$ cat src/rtl/dmax_scroll_ctrl.sv
// Scroll sequencer: streams message columns to the dot-matrix display at device 16'h0040 over a shared, arbitrated bus.
// Define DMAX_SCROLL_LOOP_EN to wrap the message continuously instead of a single pass followed by blank columns.
module dmax_scroll_ctrl #(
    parameter int DEPTH      = 64,
    parameter int AW         = 6,
    parameter int BLANK_COLS = 30
) (
    input  logic          clk,
    input  logic          rst,
    input  logic          cfg_we,
    input  logic [AW-1:0] cfg_addr,
    input  logic [6:0]    cfg_data,
    input  logic [AW:0]   msg_len,
    input  logic [15:0]   rate,
    input  logic          start,
    input  logic          stop,
    input  logic          bus_gnt,
    output logic          bus_req,
    output logic [15:0]   DEVICE,
    output logic [15:0]   DATA,
    output logic          busy,
    output logic          done
);

    // state   | meaning
    // IDLE    | no pass in progress, bus released
    // WAIT    | counting rate cycles before the next step
    // REQ     | bus_req high, waiting for bus_gnt
    // WRITE   | one-cycle column shift-in on DEVICE/DATA
    // RELEASE | bus dropped, index / blank count advanced
    // BLANK   | encoded but never entered; blank_q routes blank columns through WAIT/REQ/WRITE
    typedef enum logic [2:0] {IDLE, WAIT, REQ, WRITE, RELEASE, BLANK} state_e;

    localparam logic [15:0] DEV_ADDR  = 16'h0040;
    localparam logic [4:0]  CMD_SHIFT = 5'b00001;

    state_e        state_q;
    logic [6:0]    msg_mem_q [DEPTH];
    logic [AW-1:0] index_q;
    logic [AW:0]   len_q;
    logic [15:0]   rate_q;
    logic [15:0]   cnt_q;
    logic          stop_q;
    logic          bus_req_q;
    logic [15:0]   device_q;
    logic [15:0]   data_q;
    logic          busy_q;
    logic          done_q;
    logic          idx_last;
    logic          last_col;
    logic [6:0]    col;

`ifndef DMAX_SCROLL_LOOP_EN
    localparam int BW = $clog2(BLANK_COLS + 1);
    logic          blank_q;
    logic [BW-1:0] bcnt_q;
`endif

    always_ff @(posedge clk) begin
        if (cfg_we) begin
            msg_mem_q[cfg_addr] <= cfg_data;
        end
    end

    assign idx_last = ({1'b0, index_q} == (len_q - 1'b1));

`ifdef DMAX_SCROLL_LOOP_EN
    assign last_col = idx_last;
    assign col      = msg_mem_q[index_q];
`else
    assign last_col = blank_q && (bcnt_q == BW'(BLANK_COLS - 1));
    assign col      = blank_q ? 7'h00 : msg_mem_q[index_q];
`endif

    always_ff @(posedge clk or posedge rst) begin
        if (rst) begin
            state_q   <= IDLE;
            index_q   <= '0;
            len_q     <= '0;
            rate_q    <= '0;
            cnt_q     <= '0;
            stop_q    <= 1'b0;
            bus_req_q <= 1'b0;
            device_q  <= 16'h0000;
            data_q    <= 16'h0000;
            busy_q    <= 1'b0;
            done_q    <= 1'b0;
`ifndef DMAX_SCROLL_LOOP_EN
            blank_q   <= 1'b0;
            bcnt_q    <= '0;
`endif
        end else begin
            done_q <= 1'b0;
            case (state_q)
                IDLE: begin
                    if (start && !stop && (msg_len != '0)) begin
                        len_q   <= msg_len;
                        rate_q  <= (rate == 16'd0) ? 16'd1 : rate;
                        index_q <= '0;
                        cnt_q   <= '0;
                        stop_q  <= 1'b0;
                        busy_q  <= 1'b1;
                        state_q <= WAIT;
`ifndef DMAX_SCROLL_LOOP_EN
                        blank_q <= 1'b0;
                        bcnt_q  <= '0;
`endif
                    end
                end
                WAIT: begin
                    if (stop) begin
                        busy_q  <= 1'b0;
                        state_q <= IDLE;
                    end else if (cnt_q == rate_q - 16'd1) begin
                        cnt_q     <= '0;
                        bus_req_q <= 1'b1;
                        state_q   <= REQ;
                    end else begin
                        cnt_q <= cnt_q + 16'd1;
                    end
                end
                REQ: begin
                    if (stop) begin
                        bus_req_q <= 1'b0;
                        busy_q    <= 1'b0;
                        state_q   <= IDLE;
                    end else if (bus_gnt) begin
                        device_q <= DEV_ADDR;
                        data_q   <= {CMD_SHIFT, 4'b0000, col};
                        state_q  <= WRITE;
                    end
                end
                WRITE: begin
                    // Grant loss here is ignored: the write has already been presented.
                    bus_req_q <= 1'b0;
                    device_q  <= 16'h0000;
                    data_q    <= 16'h0000;
                    stop_q    <= stop;
                    done_q    <= last_col && !stop;
                    state_q   <= RELEASE;
                end
                RELEASE: begin
                    if (stop_q || stop) begin
                        busy_q  <= 1'b0;
                        state_q <= IDLE;
                    end else begin
`ifdef DMAX_SCROLL_LOOP_EN
                        index_q <= idx_last ? '0 : index_q + 1'b1;
                        state_q <= WAIT;
`else
                        if (blank_q) begin
                            if (last_col) begin
                                busy_q  <= 1'b0;
                                state_q <= IDLE;
                            end else begin
                                bcnt_q  <= bcnt_q + 1'b1;
                                state_q <= WAIT;
                            end
                        end else begin
                            if (idx_last) begin
                                blank_q <= 1'b1;
                                bcnt_q  <= '0;
                            end else begin
                                index_q <= index_q + 1'b1;
                            end
                            state_q <= WAIT;
                        end
`endif
                    end
                end
                default: begin
                    bus_req_q <= 1'b0;
                    device_q  <= 16'h0000;
                    data_q    <= 16'h0000;
                    busy_q    <= 1'b0;
                    state_q   <= IDLE;
                end
            endcase
        end
    end

    assign bus_req = bus_req_q;
    assign DEVICE  = device_q;
    assign DATA    = data_q;
    assign busy    = busy_q;
    assign done    = done_q;

endmodule

$ cat config.mk
export PLATFORM = sky130hd
export DESIGN_NAME = dmax_scroll_ctrl
export DESIGN_NICKNAME = d
export VERILOG_FILES = /design/src/rtl/dmax_scroll_ctrl.sv
export SDC_FILE = /design/constraint.sdc
export NUM_CORES = 1
export LEC_CHECK = 0
export CORE_AREA = 2 2 222 224
export CTS_BUF_LIST = sky130_fd_sc_hd__clkbuf_2 sky130_fd_sc_hd__clkbuf_4 sky130_fd_sc_hd__clkbuf_8
export CTS_CLUSTER_DIAMETER = 150
export DETAILED_ROUTE_END_ITERATION = 16
export DIE_AREA = 0 0 224 226
export GPL_TIMING_DRIVEN = 0
export SYNTH_ARGS = -nofsm -noshare
export SYNTH_HDL_FRONTEND = slang
export SYNTH_SLANG_ARGS = --single-unit
export TNS_END_PERCENT = 5
$ cat constraint.sdc
create_clock -name clk -period 3.6 [get_ports clk]
set_input_delay 0.72 -clock clk [delete_from_list [all_inputs] [get_ports clk]]
set_output_delay 0.72 -clock clk [all_outputs]
set_load 0.005 [all_outputs]
==> reports/summary.md, run 1 <==
Setup violations remaining at the end of the flow were counted as 0. The area taken by multi-input logic gates is 0.00595 sq mm, and the final critical-path share of the clock period is 94.1%. Once placement completed, the tool counted placed cells totaling 1965. The slew at the pin closest to its max-slew limit is 1.24 ns.

The synthesized design contains 514 register bits. Summing the areas of all and, or, nand and nor instances in the mapped netlist gives 7.09% of the synthesized area. The number of pins exceeding their max-slew limit in the final report was 0. Setup repair after global routing left no endpoint under its margin. The mean instance size in the synthesized netlist is 16.9 sq um, and the placed wire-length estimate is 33000 um.

Port buffering added 47 buffers. STA puts the critical path data required time at 4.18 ns. The worst hold slack is 0.476 ns.

The H-tree was split into 3 levels. The number of hold-slack violations in the final timing report is 0. The cell area that synthesis handed to floorplanning was 0.0215 sq mm.

The startpoint kind of the worst setup timing path was a register. Measured in cells, the most critical reg-to-reg path has a length of 9. The xor/xnor cell area share of the yosys netlist is 1.47%. The tools report the critical hold path startpoint as busy. After floorplanning, the core was divided into 81 placement rows. From bottom edge to top edge, the die measures 226 um. The tree is rooted in a clkbuf_8. Of the cells placed in the final design, the portion with a size suffix greater than 1 is 21.7%. The main combinational cell family by area after synthesis is multiplexers.

The analysis attributes to cell leakage a power of 7.99 nW. From left edge to right edge, the die measures 224 um. The largest net degree at the start of global routing was 67. For the post-route DRC violation count, the log shows 0.

Measured against the total synthesized area, the mux share comes to 14.1%. The instance count along the most critical hold path was 1. Flop-to-flop setup slack: 0.21 ns.

After detailed routing, the average wire length per cell comes to 23.2 um. The setup TNS is 0 ns. Leaving out filler cells and counting taps, the final layout contains 2121. At the end of routability-driven placement, the weighted congestion stood at 0.810. The startpoint of the worst setup timing path is index_q[0]. The area of the die is 0.0506 sq mm, and the via density per instance is 5.57.

In this run the standard cell core region covers 0.0483 sq mm. The area growth from synthesis to layout is 14.7%. Yosys synthesis warning count: 0. The flow ran to the end, and the final reports show no timing, DRC or antenna violations. TritonCTS built the clock tree.

The destination of the critical timing path was DATA[3]. The worst setup path is captured at a register. The setup clock skew after layout was 0.0196 ns. The worst setup path is of the register to register kind.

Highest fanout seen on the critical path: 10. After global routing the overflow that remains totals 0. The number of antenna violations at the first check in global routing was 4; the final routed wirelength across all metal layers was 49200 um. The number of violations of the max-capacitance limit came out at 0.

The synthesized netlist devotes 4.31% of its cell area to compound gates. The data arrival time at the worst-slack endpoint was 3.97 ns. Counting flops with a built-in enable in the synthesized netlist gives 448.

After clock tree synthesis, the setup repair step added 0 buffers. Headroom to the max-slew limit came out at 16.3%. VDD sags by at most 0.000236 V. The routed layout has 11800 vias.

The class of the most critical hold timing path is register to register. Synthesis instantiated 71 different standard cells from the library. Summing all flip-flop and latch instances after layout gives 0.0151 sq mm. The startpoint identified for the worst register-to-register timing path is index_q[0].

Counting the fill cells in the layout gives 3973. The run gives 12000 as the via count of the first global-routing pass. In this run the remaining antenna-violating nets after routing total 0. Clock tree synthesis inserted a total of 86 buffers. Counting every instance in the synthesized netlist gives 1267.

The end of the worst register-to-register path was DATA[3]. The deepest clock path buffer count is 3, and the total track usage is 19.8%. Clock latency on the worst-skew pair, taken at its later pin, is 0.66 ns. The worst path needs 3.39 ns of the cycle, external delays included.

For the net total in the final layout, the log shows 1479. The initial detailed-routing violation count came out at 969. Top flip-flop cell by instance count after synthesis: edfxtp_1. For this design the ratio of total power to cell area is 523 mW/mm^2.

The wire length of the first global-routing pass was 73700 um; the clock net sink count was 514. After Yosys synthesis, full adders, half adders and majority gates account for 0.350% of the synthesized area. The initial standard-cell utilization of the core is 44.4%, and the post-synthesis sequential area ratio is 70.4%.

The proportion of register bits with asynchronous set or reset after synthesis is 12.8%. After clock tree synthesis, the clock-pin slew on the worst setup and hold paths is 0.06 ns. The maximum frequency from static timing analysis is 0.295 GHz, and the number of iterations in the first detailed-routing pass is 5.

During I/O placement, the number of pins put on the boundary was 77.
sequential cells by signal (all words and copies together) (netlist names):
| register | count |
|---|---|
| index_q | 6 |
| len_q | 7 |
| busy | 1 |
| bcnt_q | 5 |
| rate_q | 16 |
| bus_req | 1 |
| stop_q | 1 |
| DATA | 8 |
| done | 1 |
| state_q | 3 |
| cnt_q | 16 |
| msg_mem_q | 448 |
| blank_q | 1 |
how the worst min path moves through the flow:
stage,to,slack (ns)
global placement,bus_req,0.46
detailed placement,busy,0.47
global route,msg_mem_q[3][2],0.49
finish,busy,0.48
CTS,msg_mem_q[6][2],0.47
floorplan,bcnt_q[4],0.47
cell usage after synthesis, drive strengths merged (4+ instances only):
cell | instances | area share [%]
edfxtp | 448 | 63
nor2 | 108 | 1.9
mux4 | 98 | 10
dfrtp | 66 | 7.7
nand2 | 62 | 1.1
mux2i | 61 | 2.8
buf | 44 | 1.3
clkbuf | 43 | 0.75
o21ai | 33 | 0.77
nand3 | 29 | 0.68
o221ai | 29 | 1.2
xnor2 | 22 | 0.90
nor2b | 19 | 0.55
mux2 | 18 | 0.94
nor3 | 16 | 0.40
a211oi | 14 | 0.49
xor2 | 14 | 0.57
inv | 13 | 0.23
nor3b | 11 | 0.41
nand2b | 8 | 0.23
nand3b | 8 | 0.28
o22ai | 8 | 0.23
a22oi | 7 | 0.24
and3 | 7 | 0.20
nor4 | 7 | 0.30
a21oi | 6 | 0.14
ha | 6 | 0.35
a21o | 5 | 0.17
nand4 | 5 | 0.15
or3 | 5 | 0.15
or2 | 4 | 0.12
stage by stage:
| step | utilization, % | instance area (sq um) | setup WS [ns] | power, mW |
|---|---|---|---|---|
| floorplan | - | 21500 | 0.858 | 7.54 |
| global placement | 47.1 | 22800 | -0.145 | 7.85 |
| detailed placement | 47.4 | 22900 | -0.0882 | 7.89 |
| CTS | 50.9 | 24600 | 0.0477 | 13.0 |
| global route | 50.9 | 24600 | 0.00337 | 13.4 |
| finish | 50.9 | 24600 | 0.212 | 12.9 |
power by group:
part | switching (mW) | leakage [nW] | internal (mW)
registers | 0.201 | 4.89 | 6.65
clock network | 2.28 | 0.889 | 2.82
logic | 0.495 | 2.21 | 0.427
area by class of cell:
cell class | count | share of cell area, %
antenna | 2 | 0.0203
buffer | 87 | 1.83
clock buffer | 126 | 6.13
clock inverter | 28 | 0.707
inverter | 13 | 0.208
multi-input combinational | 675 | 24.2
sequential | 514 | 61.4
tap | 622 | 3.16
timing repair buffer | 54 | 2.37
critical path, stage by stage, from the launching register on:
cell and delay [ns]:
dfrtp_1 0.36, clkbuf_1 0.57, clkdlybuf4s15_2 0.56, buf_2 0.40
mux2i_1 0.16, o221ai_1 0.34, nand2_1 0.10, a211oi_1 0.52
a22oi_1 0.19, nand3_1 0.12
kinds of logic (layout without fill, tap and decap cells):
family,Yosys count,count (layout)
and+or+nand+nor,304,304
adders and majority gates,6,6
DFF,514,514
xor gates and xnor gates,36,36
AOI/OAI and AO/OA,129,129
buffers and inverters,100,308
muxes,177,177
other,1,25
layer usage:
metal | up-vias | part of all wire, % | track usage [%]
li1 | 5313 | - | -
met1 | 6021 | 44 | 26.9
met2 | 370 | 48 | 31.7
met3 | 96 | 6.3 | 4.59
met4 | 4 | 2.4 | 6.24
met5 | - | 0.051 | 0
layout by cell type, fill, tap and decap left out, drive strengths merged, types with 11 or more instances in the layout:
cell type,n
clkdlybuf4s50,40
mux2,18
nor2,108
nand3,29
inv,14
edfxtp,448
clkinv,23
dfrtp,66
nand2,62
mux4,98
clkbuf,170
a211oi,14
buf,56
xnor2,22
o21ai,33
conb,23
o221ai,29
nor3b,11
xor2,14
mux2i,61
nor2b,19
nor3,16
timing repair:
item,in CTS,in global routing
hold buffers,0,0
resized for setup,5,5
setup endpoints to repair,5,6
cloned,0,0
hold endpoints to repair,0,0
Power figures use the tool's default switching activity.
==> run 2: changes to the inputs <==
==> constraint.sdc (replaced) <==
create_clock -name clk -period 3.6 [get_ports clk]
set_input_delay 0.72 -clock clk [delete_from_list [all_inputs] [get_ports clk]]
set_output_delay 0.72 -clock clk [all_outputs]
set_load 0.1 [all_outputs]
==> results of run 2 <==
Same layout as run 1 (identical final DEF). Status: complete, no violations.
Main changes from that run: total power 12.9 mW -> 13.0 mW
==> run 3: changes to the inputs <==
--- a/config.mk
+++ b/config.mk
@@ -11,6 +11,7 @@
 export DETAILED_ROUTE_END_ITERATION = 16
 export DIE_AREA = 0 0 224 226
 export GPL_TIMING_DRIVEN = 0
+export REMOVE_ABC_BUFFERS = 1
 export SYNTH_ARGS = -nofsm -noshare
 export SYNTH_HDL_FRONTEND = slang
 export SYNTH_SLANG_ARGS = --single-unit
==> run 3 against run 2 <==
Compared with the run above:
- critical path depth down 3
- core utilization down 0.36 points
- die area did not move
- combinational power down 6%
- first-iteration DRC count is 10% lower
- final cell count fell by 3.3%
- clock skew is 0.011 ns higher
- highest routed layer is now met4
==> reports/summary.md, run 3 (synthesis results as in run 1) <==
msg_mem_q holds more flip-flops than any other register. Counting I/O delays and the setup requirement, the final critical path takes 3.18 ns. The area taken by multi-input logic gates was 0.00595 sq mm; the initial standard-cell utilization of the core was 44.4%. The tools report the share of power burned in the clock network as 39.7%.

Net switching is 23.9% of the power. The analysis attributes to net switching a power of 3.13 mW. The register with the most flip-flops in the layout has 448 of them.

Global routing used 19.1% of the available tracks. The logs give 0.0227 sq mm for the area of placed instances and 0 for the number of violations of the max-capacitance limit. The post-route antenna net violation count came out at 0. The logs give 0 for the number of pins exceeding their max-slew limit in the final report and 870 for the initial detailed-routing violation count. For this run, the detailed router's first-pass iteration total came to 5. Clock tree synthesis selected as its root buffer the cell clkbuf_8. Entering global routing, the biggest net connects 67 pins.

The repair_antennas step left the layout with diodes totalling 0. After global routing the overflow that remains totals 0. Buffers inserted during clock tree synthesis total 86.

At the end of the flow, the number of nets in the layout was 1405. No sink is reached through more buffers than the 3 on the longest clock path. The via count of the first global-routing pass is 11600. The highest fanout seen on the critical path works out to 40. Class of the most critical hold timing path: input pin to register. The logic gate share of total power was 7.9%; the total leakage power was 7.83 nW. The wire-length estimate of the detail-placed layout is 30500 um. The critical path is of the register to register type. Measured against its own limit, the worst slew margin works out to 17.7%.

The final critical-path share of the clock period works out to 88.3%. The number of failing setup endpoints in the final timing report was 0; the register cell area after layout was 0.0151 sq mm. Cell internal power was estimated by the tool at 9.97 mW.

The largest registers in the layout are msg_mem_q: 448 flops, cnt_q: 16 flops, rate_q: 16 flops. Measured along the x axis, the die boundary spans 224 um. The leading cell type in the layout, fill and taps excluded was edfxtp_1. The number of antenna violations at the first check in global routing is 0. The finished cells cover 0.0244 sq mm.

The worst setup path is captured at a register. The worst setup path is launched from a register. Data arrives at the worst endpoint at 3.72 ns. Dividing the detail-routed wire length by the instance count gives 23.1 um.

In this run the number of H-tree levels came out at 3. Leaving out fill and tap cells, the most frequent cells in the layout are edfxtp_1, nor2_1, mux4_2. The slew at the pin closest to its max-slew limit was 1.23 ns; the layout overhead on the synthesized area was 13.9%. The via density per instance came out at 5.61.

Setup clock skew after layout: 0.0307 ns. The number of hold-slack violations in the final timing report was 0; the CTS clock-pin slew for the worst setup and hold paths was 0.06 ns. Hold repair after CTS inserted 0 buffers. The proportion of power drawn by flip-flops and latches came out at 52.5%. For the clock net sink count, the log shows 514. Pin placement for this block handled 77 I/O pins. The core region is 0.0483 sq mm. The peak supply drop is 0.000312 V.

In this run the tool buffered the top-level ports with 53 buffer cells. Dividing total power by cell area gives a power density of 536 mW/mm^2. In the routed design, unresolved DRC markers number 0. Setup repair after global routing left no endpoint under its margin.

The vertical extent of the die works out to 226 um. The first global-routing pass estimated 71200 um of wire. The overall power consumption was 13.1 mW; the required time of the worst setup path was 4.14 ns. The run gives 0.315 GHz as the maximum frequency from static timing analysis. TritonCTS built the clock tree.

The number of vias in the routed layout was 11500. The run finished with clean final reports. The placer congestion estimate was 0.755. The floorplan step defined a die boundary enclosing 0.0506 sq mm.

The routed design has 47400 um of wire. The number of fill cells was 3940; the clock latency on the worst-skew pair was 0.66 ns. The fraction of layout instances using a drive strength above 1 was 20.9%; the cell row count was 81.
run 3: cell types whose count changed in the layout (fill, tap and decap cells not counted), sizes merged, moves of 2 or more:
cell and change:
diode -2, clkbuf -50, clkdlybuf4s50 +6, buf -35, bufinv +2, clkinv +8
run 3: final timing paths:
path                             start                to  slack, ns  cells after the start
hold reg to reg                bus_req           bus_req       0.49                      2
max in group asynchronous          rst        index_q[0]       2.34                      2
setup reg to reg            index_q[0]           DATA[6]       0.42                      6
min in group asynchronous          rst           bus_req       0.59                      2
setup / recovery            index_q[0]           DATA[6]       0.42                      6
hold / removal             cfg_data[0]  msg_mem_q[30][0]       0.46                      1
run 3: routing by layer:
metal	global-route usage (%)	part of all wire, %	vias up	routed length (um)
met3	4.14	5.9	81	2780
met4	6.43	2.1	0	1010
met5	0	0	-	0
met2	32.2	51	313	24000
li1	-	-	5169	-
met1	24.8	41	5932	19600
run 3: final cells by class:
class	instances	area share [%]
clock buffers	120	5.99
multi-input cells	675	24.4
repair buffers	67	3.26
clock inverters	39	1.14
well taps	622	3.19
inverters	13	0.210
flip-flops and latches	514	61.9
run 3: through the flow:
step / setup TNS (ns) / setup WS (ns) / std cells / hold WS (ns) / utilization [%]
2_1_floorplan: -58.77 / -3.03 / 1202 / 0.465 / -
3_3_place_gp: -156.51 / -5.84 / 1877 / 0.462 / 46.3
3_5_place_dp: -0.0728 / -0.0359 / 1891 / 0.482 / 46.9
4_1_cts: 0 / 0.0754 / 2050 / 0.436 / 50.5
5_1_grt: 0 / 0.212 / 2050 / 0.452 / 50.5
6_report: 0 / 0.421 / 2050 / 0.465 / 50.5
run 3: power groups by stage:
stage	sequential (mW)	combinational (mW)	clock (mW)
3_5_place_dp	6.99	1.03	0
3_3_place_gp	7.00	0.990	0
6_report	6.87	1.03	5.19
5_1_grt	6.91	1.12	5.57
4_1_cts	6.87	1.04	5.31
2_1_floorplan	7.00	0.663	0
run 3: worst max-delay path: stages (launching register included):
cell     delay [ns]
dfrtp_4        0.85
buf_16         0.35
buf_16         0.33
mux4_2         0.58
mux4_2         0.56
a22oi_1        0.19
nand3_1        0.11
run 3: repair_timing:
action / in CTS / in global routing
gates resized for setup: 0 / 2
endpoints found under the setup margin: 0 / 4
buffers inserted: 0 / 0
